`config.mk`:
```
export PLATFORM = sky130hd
export DESIGN_NAME = ebpc_bit_unpacker
export DESIGN_NICKNAME = d
export VERILOG_FILES = /design/src/rtl/ebpc_bit_unpacker.sv
export SDC_FILE = /design/constraint.sdc
export NUM_CORES = 1
export LEC_CHECK = 0
export ABC_AREA = 1
export CAP_MARGIN = 20
export CORE_MARGIN = 2
export CORE_UTILIZATION = 56
export CTS_CLUSTER_SIZE = 40
export DETAILED_ROUTE_END_ITERATION = 7
export PLACE_DENSITY_LB_ADDON = 0.2
export SYNTH_ARGS = -nofsm -noshare
export SYNTH_HDL_FRONTEND = slang
export SYNTH_SLANG_ARGS = --single-unit
export TNS_END_PERCENT = 50
```
`constraint.sdc`:
```
create_clock -name clk_i -period 4.8 [get_ports clk_i]
set_clock_uncertainty 0.15 [all_clocks]
set_input_delay 0.96 -clock clk_i [delete_from_list [all_inputs] [get_ports clk_i]]
set_output_delay 0.96 -clock clk_i [all_outputs]
set_load 0.005 [all_outputs]
```
`src/rtl/ebpc_bit_unpacker.sv`:
```
// Bit-level stream unpacker feeding the EBPC symbol decoder: MSB-aligned look-ahead window over packed words.
// Optional EBPC_UNPACKER_STATS_EN adds bits_consumed_o / words_loaded_o counters.
module ebpc_bit_unpacker #(
    parameter int DATA_W     = 8,
    parameter int LOG_DATA_W = $clog2(DATA_W)
) (
    input  logic                  clk_i,
    input  logic                  rst_i,
    input  logic [DATA_W-1:0]     data_i,
    input  logic                  vld_i,
    output logic                  rdy_o,
    output logic [DATA_W-1:0]     data_o,
    output logic [LOG_DATA_W:0]   fill_state_o,
    output logic                  vld_o,
    input  logic [LOG_DATA_W:0]   len_i,
    input  logic                  rdy_i,
`ifdef EBPC_UNPACKER_STATS_EN
    output logic [31:0]           bits_consumed_o,
    output logic [31:0]           words_loaded_o,
`endif
    input  logic                  clr_i
);

    localparam logic [LOG_DATA_W+1:0] DW = (LOG_DATA_W+2)'(DATA_W);

    logic [2*DATA_W-1:0]   buf_q, buf_d;
    logic [LOG_DATA_W+1:0] fill_q, fill_d, fill_cons, len_ext, ret_len;
    logic                  cons, load;

    assign data_o       = buf_q[2*DATA_W-1:DATA_W];
    assign fill_state_o = (fill_q >= DW) ? DW[LOG_DATA_W:0] : fill_q[LOG_DATA_W:0];
    assign vld_o        = (fill_q != '0);
    assign rdy_o        = (fill_q <= DW);

    assign cons = vld_o && rdy_i;
    assign load = vld_i && rdy_o;

    // Retire count is clamped to the valid bits so an over-long len_i can never wrap fill_q.
    assign len_ext   = {1'b0, len_i};
    assign ret_len   = cons ? ((len_ext > fill_q) ? fill_q : len_ext) : '0;
    assign fill_cons = fill_q - ret_len;

    always_comb begin
        buf_d  = buf_q << ret_len;
        fill_d = fill_cons;
        if (load) begin
            // Zero bits below the valid region make a plain OR sufficient for appending.
            buf_d  = buf_d | ({data_i, {DATA_W{1'b0}}} >> fill_cons);
            fill_d = fill_cons + DW;
        end
    end

    always_ff @(posedge clk_i) begin
        if (rst_i || clr_i) begin
            buf_q  <= '0;
            fill_q <= '0;
        end else begin
            buf_q  <= buf_d;
            fill_q <= fill_d;
        end
    end

`ifdef EBPC_UNPACKER_STATS_EN
    always_ff @(posedge clk_i) begin
        if (rst_i || clr_i) begin
            bits_consumed_o <= '0;
            words_loaded_o  <= '0;
        end else begin
            bits_consumed_o <= bits_consumed_o + 32'(ret_len);
            if (load) words_loaded_o <= words_loaded_o + 32'd1;
        end
    end
`endif

`ifndef SYNTHESIS
    a_len_le_fill: assert property (@(posedge clk_i) disable iff (rst_i || clr_i)
        (vld_o && rdy_i) |-> (len_ext <= fill_q));
`endif

endmodule

```
==> flow_summary.yaml, run 1 <==
status:
  status: "finished clean"
finish:
  mostFrequentLayoutCells: "nand2_1 (101), nand3_1 (67), inv_1 (40)"
  layout_commonest_cell: "nand2_1"
  drive_gt1_frac: 0.122
  diodes: 0
  area.growth.synth_to_final_pct: 12.6
  fin_cells: 461
  fillCellCount: 397
  nets: 440
  ff_latch_area_sq_um: 420
  multi_input_area_sq_um: 1620
synth:
  synthXorXnorAreaFrac: 0.0145
  synthAdderAreaFrac: 0.0602
  ys_seq_elements: 21
  netlist_area_sq_um: 2410
  synth_ff_type: "dfxtp_1"
  synthesis.yosys.warnings: 0
  synthSimpleGateAreaFrac: 0.465
  syn_area_per_cell_sq_um: 6.16
  synthMuxAreaShare: 0.0171
  synth_fp_nets: 419
  synth-edff-count: 0
  synth_top_family_by_area: "simple AND/OR/NAND/NOR gates"
  synthDistinctLibCells: 34
  synthCells: 391
  synthArstFlopShare: 0
  synth_compound_area_frac: 0.115
  ys_seq_area_frac: 0.174
sta:
  fmax_mhz: 235
  hold_viol: 0
  report.final.slew_viol_count: 0
  rsz0062_at_grt: "false"
  fin_hold_ws_ns: 0.527
  worstMarginPinSlew_ns: 0.565
  setup_violations: 0
  setup-tns-final_ns: 0
  max-slew-margin-rel: 0.623
  finalCritPeriodShare: 0.888
  period_minus_slack_ns: 4.26
setup_path:
  endpoint_kind: "register"
  critPathKind: "in2reg"
  start_kind: "primary input"
  crit_path_end: "buf_q[6]"
  timing.rr.start: "fill_q[3]"
  cp_max_fo: 17
  reg2reg_depth: 17
  crit_arrival_ns: 4.30
  cp_data_required_time_ns: 4.84
  worstReg2RegEnd: "buf_q[6]"
  rrSetupSlack_ns: 1.15
  crit_start: "len_i[2]"
clocking:
  cts_setup_buffers: 0
  clk_pin_slew_ns: 0.08
  cts_hold_buf: 0
  clk_latency_ns: 0.26
  cts.path.max_buffers: 2
  h-tree-depth: 1
  cts-root-buf: "clkbuf_8"
  cts-buffers-inserted: 3
  cts_resized: 0
  cts_tree: "done"
  clock-sinks: 21
floorplanning:
  rows: 23
  die_w_um: 69.6
  io_pins: 31
  die-area_sq_um: 4840
  initial_core_util: 0.594
  core_sq_um: 4060
  die_h_um: 69.6
min_path:
  min_path_type: "reg2reg"
power_and_ir_drop:
  fin_total_pwr_w: 0.00206
  ir_drop_v: 0.000482
  p_per_area_nw_per_um2: 761
  p_leak_nw: 1.27
placement:
  dp.cells: 457
  port_buffers: 30
  detailed_place_hpwl_um: 5180
  gp_congestion: 0.931
job:
  drv_cap: 0
grt:
  grt_pass1_wl_um: 11200
  grt-ovfl-total: 0
  grt_pass1_vias: 2367
  antenna_found_initial: 0
  grt_max_degree: 21
  grt_use_total: 0.281
route:
  via_per_inst: 5.85
  ant_nets: 0
  drtIter0Drc: 297
  wl_per_cell_um: 14.3
  drc: 0
  dr.pass1.iters: 5
  wl_um: 6600
  vias: 2695
## Yosys cell counts (2+ instances only)
library cell	count	area share
nand2_2	4	0.010
mux2i_1	3	0.012
clkbuf_1	4	0.0062
o211ai_1	4	0.012
nor2_4	2	0.0093
dfxtp_1	21	0.17
o21ai_0	24	0.050
nor2_2	2	0.0052
xor2_1	2	0.0073
xnor2_1	2	0.0073
a21oi_2	2	0.0073
nand3_2	8	0.033
inv_2	6	0.0093
buf_2	3	0.0062
a21oi_1	15	0.031
buf_4	12	0.037
ha_1	10	0.052
nand3_1	67	0.14
nand2_4	4	0.019
inv_1	40	0.062
nor2_1	20	0.031
buf_6	4	0.019
nand2_1	101	0.16
nand4_1	19	0.049
o21ai_2	3	0.011
## worst min path at each step
stage | from | to | slack, ns | depth (start not counted)
3_3_place_gp | buf_q[0] | buf_q[0] | 0.51 | 4
5_1_grt | buf_q[0] | buf_q[0] | 0.55 | 4
3_5_place_dp | buf_q[0] | buf_q[0] | 0.51 | 4
4_1_cts | buf_q[0] | buf_q[0] | 0.52 | 4
2_1_floorplan | buf_q[0] | buf_q[0] | 0.44 | 4
6_report | buf_q[0] | buf_q[0] | 0.53 | 4
## critical path: stages
cell and delay, ns:
clkdlybuf4s50_1 0.42, ha_1 0.33, nand2_1 0.08, inv_1 0.05, nand3_1 0.09, nand3_2 0.10, nand2_2 0.16, nand2_4 0.16
nand3_4 0.09, inv_1 0.06, ha_1 0.19, fa_1 0.40, o21ai_0 0.22, xor2_1 0.23, inv_1 0.12, nor2_1 0.36
o21ai_0 0.13, a21oi_1 0.16
## state kept, by name, indices dropped and copies added, names as in the netlist
signal	cells
fill_q	5
buf_q	16
## cells by family (layout without fill, tap and decap cells)
logic type	after synthesis	count (layout)
AOI/OAI and AO/OA	49	49
adders and majority gates	11	11
muxes	4	4
buffers and inverters	73	93
and+or+nand+nor	229	229
xor gates and xnor gates	4	4
DFF	21	21
## per-layer routing
layer,global-route usage,share of wire,wire [um]
met5,0,0,0
met4,0.0632,0.0092,61
met1,0.416,0.45,2960
met2,0.433,0.45,3000
met3,0.0334,0.087,577
## per-stage QoR
step / instance area, sq um / worst slack, ns / utilization
after detailed placement: 2670 / 0.327 / 0.657
final: 2710 / 0.540 / 0.669
after floorplan: 2410 / 0.736 / -
after global routing: 2710 / 0.188 / 0.669
after global placement: 2670 / 0.414 / 0.657
after CTS: 2710 / 0.567 / 0.669
## cell type report
type                    count  area share
clock inverters             1     0.00185
repair buffers             41       0.141
clock buffers               3      0.0152
well taps                  50      0.0231
inverters                  48      0.0669
multi-input cells         297       0.597
flip-flops and latches     21       0.155
## power breakdown
part / internal [W] / switching, W
combinational: 0.000602 / 0.00105
clock: 0.0000579 / 0.0000595
sequential: 0.000241 / 0.0000524
Note: power is estimated with default switching activity, not from simulation.
==> run 2: changes to the inputs <==
SLEW_MARGIN = 15   (was unset)
==> results of run 2 <==
Same layout as run 1: the final DEF is identical, and so are final timing and power.
==> run 3: changes to the inputs <==
CORE_MARGIN = unset   (was 2)
==> flow_summary.yaml, run 3 (synthesis results as in run 1) <==
status:
  status: "finished clean"
clocking:
  cts_tree: "done"
  clk_latency_ns: 0.27
  cts_setup_buffers: 0
  clk_pin_slew_ns: 0.09
  cts-root-buf: "clkbuf_8"
  cts-buffers-inserted: 3
  cts_hold_buf: 0
  cts_resized: 0
  cts.path.max_buffers: 2
  h-tree-depth: 1
  clock-sinks: 21
setup_path:
  critPathKind: "in2reg"
  cp_max_fo: 17
  endpoint_kind: "register"
  start_kind: "primary input"
  cp_data_required_time_ns: 4.85
  crit_arrival_ns: 4.44
route:
  wl_um: 6410
  ant_nets: 0
  wl_per_cell_um: 13.9
  drc: 0
  drtIter0Drc: 276
  dr.pass1.iters: 5
  via_per_inst: 5.69
  vias: 2621
floorplanning:
  initial_core_util: 0.594
  die_h_um: 67.6
  rows: 23
  die-area_sq_um: 4570
  core_sq_um: 4060
  io_pins: 31
  die_w_um: 67.6
sta:
  fmax_mhz: 228
  max-slew-margin-rel: 0.608
  period_minus_slack_ns: 4.39
  setup-tns-final_ns: 0
  setup_violations: 0
  worstMarginPinSlew_ns: 0.588
  finalCritPeriodShare: 0.914
  report.final.slew_viol_count: 0
  hold_viol: 0
  rsz0062_at_grt: "false"
finish:
  fillCellCount: 377
  reg_top3: "buf_q: 16 flops, fill_q: 5 flops"
  diodes: 0
  nets: 440
  largest_reg_flops: 16
  max_flop_register: "buf_q"
  mostFrequentLayoutCells: "nand2_1 (101), nand3_1 (67), inv_1 (40)"
  layout_commonest_cell: "nand2_1"
  area.growth.synth_to_final_pct: 12.7
  drive_gt1_frac: 0.122
power_and_ir_drop:
  swShare: 0.561
  p_seq_frac: 0.142
  p_per_area_nw_per_um2: 756
  p_int_w: 0.000900
  p_leak_nw: 1.26
  p_switching_w: 0.00115
  ir_drop_v: 0.000488
  power.share.combinational: 0.796
  clkPwrFrac: 0.062
  fin_total_pwr_w: 0.00205
job:
  drv_cap: 0
grt:
  antenna_found_initial: 0
  grt_use_total: 0.308
  grt_pass1_vias: 2310
  grt-ovfl-total: 0
  grt_pass1_wl_um: 10600
  grt_max_degree: 21
placement:
  port_buffers: 30
  detailed_place_hpwl_um: 5080
  gp_congestion: 0.967
min_path:
  min_path_type: "reg2reg"
## run 3: cell count changes in the layout (fill, tap and decap cells not counted)
cell,change
clkinvlp_4,+1
clkinv_2,-1
## run 3: path summary, 6_finish.rpt
check,start,to,slack [ns],cells past startpoint
setup / recovery,len_i[3],buf_q[6],0.41,17
hold / removal,buf_q[0],buf_q[0],0.50,4
hold reg to reg,buf_q[0],buf_q[0],0.50,4
setup reg to reg,fill_q[3],buf_q[6],0.96,17
## run 3: area by class of cell
type	count	area, sq um	share of cell area
flip-flops and latches	21	420	0.155
inverters	48	181	0.0668
multi-input cells	297	1620	0.596
clock buffers	3	41.3	0.0152
clock inverters	1	7.51	0.00276
repair buffers	41	383	0.141
well taps	50	62.6	0.0230
## run 3: metrics by stage
stage          worst slack, ns  hold slack (ns)   util  instance area [sq um]  cells
4_1_cts                  0.463            0.496  0.669                   2720    461
3_5_place_dp             0.183            0.481  0.657                   2670    457
6_report                 0.413            0.502  0.669                   2720    461
2_1_floorplan            0.736            0.437      -                   2410    391
5_1_grt                  0.220            0.528  0.669                   2720    461
3_3_place_gp             0.368            0.469  0.657                   2670    457
## run 3: power groups by stage
| stage | combinational (W) | clock, W | sequential (W) |
|---|---|---|---|
| finish | 0.00163 | 0.000126 | 0.000292 |
| global route | 0.00182 | 0.000133 | 0.000299 |
| CTS | 0.00161 | 0.000126 | 0.000290 |
| detailed placement | 0.00159 | 0 | 0.000294 |
| global placement | 0.00157 | 0 | 0.000292 |
| floorplan | 0.00123 | 0 | 0.000276 |
## run 3: layer usage
metal | GRT usage | routed length [um]
met1 | 0.432 | 2930
met2 | 0.480 | 2830
met3 | 0.0574 | 537
met4 | 0.0691 | 108
met5 | 0 | 0
## run 3: worst max-delay path, stage by stage
cell	delay [ns]
clkdlybuf4s50_1	0.43
ha_1	0.28
inv_1	0.04
nor2_2	0.13
nand3_1	0.17
nand2_2	0.19
nand2_4	0.15
nand3_4	0.10
inv_1	0.06
ha_1	0.20
fa_1	0.40
o21ai_0	0.24
xor2_1	0.21
inv_1	0.12
nor2_1	0.35
o21ai_0	0.22
a21oi_1	0.18
==> edit: new RTL, config.mk and constraints of run 2 <==
Add a define of `EBPC_UNPACKER_STATS_EN`.
--- a/src/rtl/ebpc_bit_unpacker.sv
+++ b/src/rtl/ebpc_bit_unpacker.sv
@@ -1,5 +1,7 @@
 // Bit-level stream unpacker feeding the EBPC symbol decoder: MSB-aligned look-ahead window over packed words.
 // Optional EBPC_UNPACKER_STATS_EN adds bits_consumed_o / words_loaded_o counters.
+`define EBPC_UNPACKER_STATS_EN
+
 module ebpc_bit_unpacker #(
     parameter int DATA_W     = 8,
     parameter int LOG_DATA_W = $clog2(DATA_W)
Function (old outputs only; new: bits_consumed_o and words_loaded_o): kept (Yosys induction, for registers that start in step).
==> edit against run 2 <==
Sequential cell count grew 64. Global-route usage about the same. First-iteration DRC count decreased by 4.0%. Total power is 33% higher. Wire length grew 130%. Worst setup slack worse by 0.017 ns. Critical path depth increased by 6. Cell area grew to 2.5 times the old value. Synthesized area grew 130%.
==> edit: results (changes against run 2) <==
Detailed routing
The sum of met3 wire segment lengths after detailed routing came to 976 um (was 577 um). The total routed wirelength is 15300 um (was 6600 um). The routed length on met1 is 6580 um (was 2960 um). The via count of the routed design is 6024 (was 2695). The number of optimization iterations in the first detailed-route pass came to 6 (was 5). The number of DRC markers after the initial detailed-route iteration is 285 (was 297).

Global routing
The routing usage on met1 came to 0.356 (was 0.416). The via count of the first global-routing pass is 5493 (was 2367). The global routing usage summed across all routing layers is 0.281 (about the same). The wire length of the first global-routing pass is 25500 um (was 11200 um).

The pin count of the biggest net entering global routing is 38 (was 21).

Yosys
The portion of the post-synthesis area used by sequential elements is 0.303 (was 0.174). The synthesized netlist net count is 902 (was 419).

Min path
The worst hold path endpoint is words_loaded_o[31]$_SDFFE_PP0P_ (was buf_q[0]$_SDFF_PP0_). The startpoint of the worst hold path is words_loaded_o[31]$_SDFFE_PP0P_ (was buf_q[0]$_SDFF_PP0_).

Placement
The detailed-placement wirelength estimate is 11600 um (was 5180 um). The number of buffer cells added on primary ports is 94 (was 30). The placer congestion estimate is 0.944 (was 0.931).

Final layout
The ratio of cells with drive above 1 in the final layout is 0.0852 (was 0.122).

Setup path
The reg-to-reg endpoint was bits_consumed_o[26]$_SDFF_PP0_ (was buf_q[6]$_SDFF_PP0_). The number of cells on the worst reg-to-reg path is 24 (was 17). The critical-path maximum fanout came to 5 (was 17). The data arrival time at the worst-slack endpoint is 4.43 ns (was 4.30 ns).

Clock network
The number of buffers created by CTS was 9 (was 3). The later-pin clock latency in the skew report came to 0.36 ns (was 0.26 ns). The number of H-tree branching levels was 3 (was 1).

Power and ir drop
The cell leakage power is 2.56 nW (was 1.27 nW).

Status
Outcome: completed (unchanged).

STA
The final hold slack came to 0.327 ns (was 0.527 ns).
-- edit: changes by cell type in the layout (fill, tap and decap cells not counted), sizes merged, moves of 21 or more --
cell / before / now
dfxtp: 21 / 85
a21oi: 17 / 59
o21ai: 27 / 48
nor3: 0 / 32
inv: 46 / 104
clkdlybuf4s50: 30 / 94
nand2: 109 / 236
nor2: 24 / 99
-- edit: cells by family after synthesis --
| group | count (synthesis) | synth area share |
|---|---|---|
| AND/OR/NAND/NOR | 505 | 0.424 |
| AO/OA/AOI/OAI | 122 | 0.118 |
| buffers and inverters | 130 | 0.0993 |
| other | 1 | 0.000668 |
| XOR/XNOR | 12 | 0.0187 |
| adder cells (fa/ha/maj) | 15 | 0.0361 |
| flip-flops | 85 | 0.303 |
-- edit: final cells by class --
type / count / area, um2 / area share
inverters: 100 / 375 / 0.0549
multi-input cells: 655 / 3360 / 0.492
clock buffers: 9 / 124 / 0.0181
clock inverters: 7 / 75.1 / 0.0110
flip-flops and latches: 85 / 1700 / 0.249
repair buffers: 106 / 1030 / 0.151
well taps: 133 / 166 / 0.0244
-- edit: worst max path at each step --
stage | startpoint | end | slack (ns) | cells after the start
final | len_i[3] | bits_consumed_o[26]$_SDFF_PP0_ | 0.52 | 24
after global routing | len_i[2] | bits_consumed_o[14]$_SDFF_PP0_ | 0.25 | 25
after CTS | len_i[0] | bits_consumed_o[26]$_SDFF_PP0_ | 0.54 | 23
after detailed placement | len_i[0] | bits_consumed_o[26]$_SDFF_PP0_ | 0.16 | 23
after global placement | len_i[0] | buf_q[1]$_SDFF_PP0_ | 0.23 | 18
after floorplan | len_i[2] | bits_consumed_o[26]$_SDFF_PP0_ | 0.71 | 25
-- edit: where the power goes --
group          leakage (nW)  total (mW)  internal, mW  switching [mW]
Combinational          1.77        1.41         0.507           0.906
Sequential            0.686       0.810         0.763          0.0469
Clock                0.0985       0.516         0.206           0.310
Total                  2.56        2.74          1.48            1.26
-- edit: critical path, stage by stage --
cell and delay, ns:
clkdlybuf4s50_1 0.44, ha_1 0.29, inv_1 0.04, nor2_2 0.12, nand3_1 0.15, nand2_4 0.15
inv_2 0.06, nand2_1 0.05, nand2_1 0.08, nor2_4 0.11, inv_2 0.06, fa_1 0.43
nor2_1 0.12, o21ai_1 0.07, and2_4 0.15, nor2_4 0.07, nor2_1 0.07, nor2_2 0.16
nand2_2 0.09, nor2_4 0.14, nand2_1 0.08, or2_0 0.21, or2_0 0.20, a21oi_1 0.11
-- edit: through the flow --
step | cells | area (um2) | worst slack [ns] | util
floorplan | 870 | 5620 | 0.708 | -
global placement | 1079 | 6640 | 0.227 | 0.679
detailed placement | 1079 | 6640 | 0.158 | 0.679
CTS | 1095 | 6830 | 0.539 | 0.699
global route | 1095 | 6830 | 0.246 | 0.699
finish | 1095 | 6830 | 0.523 | 0.699
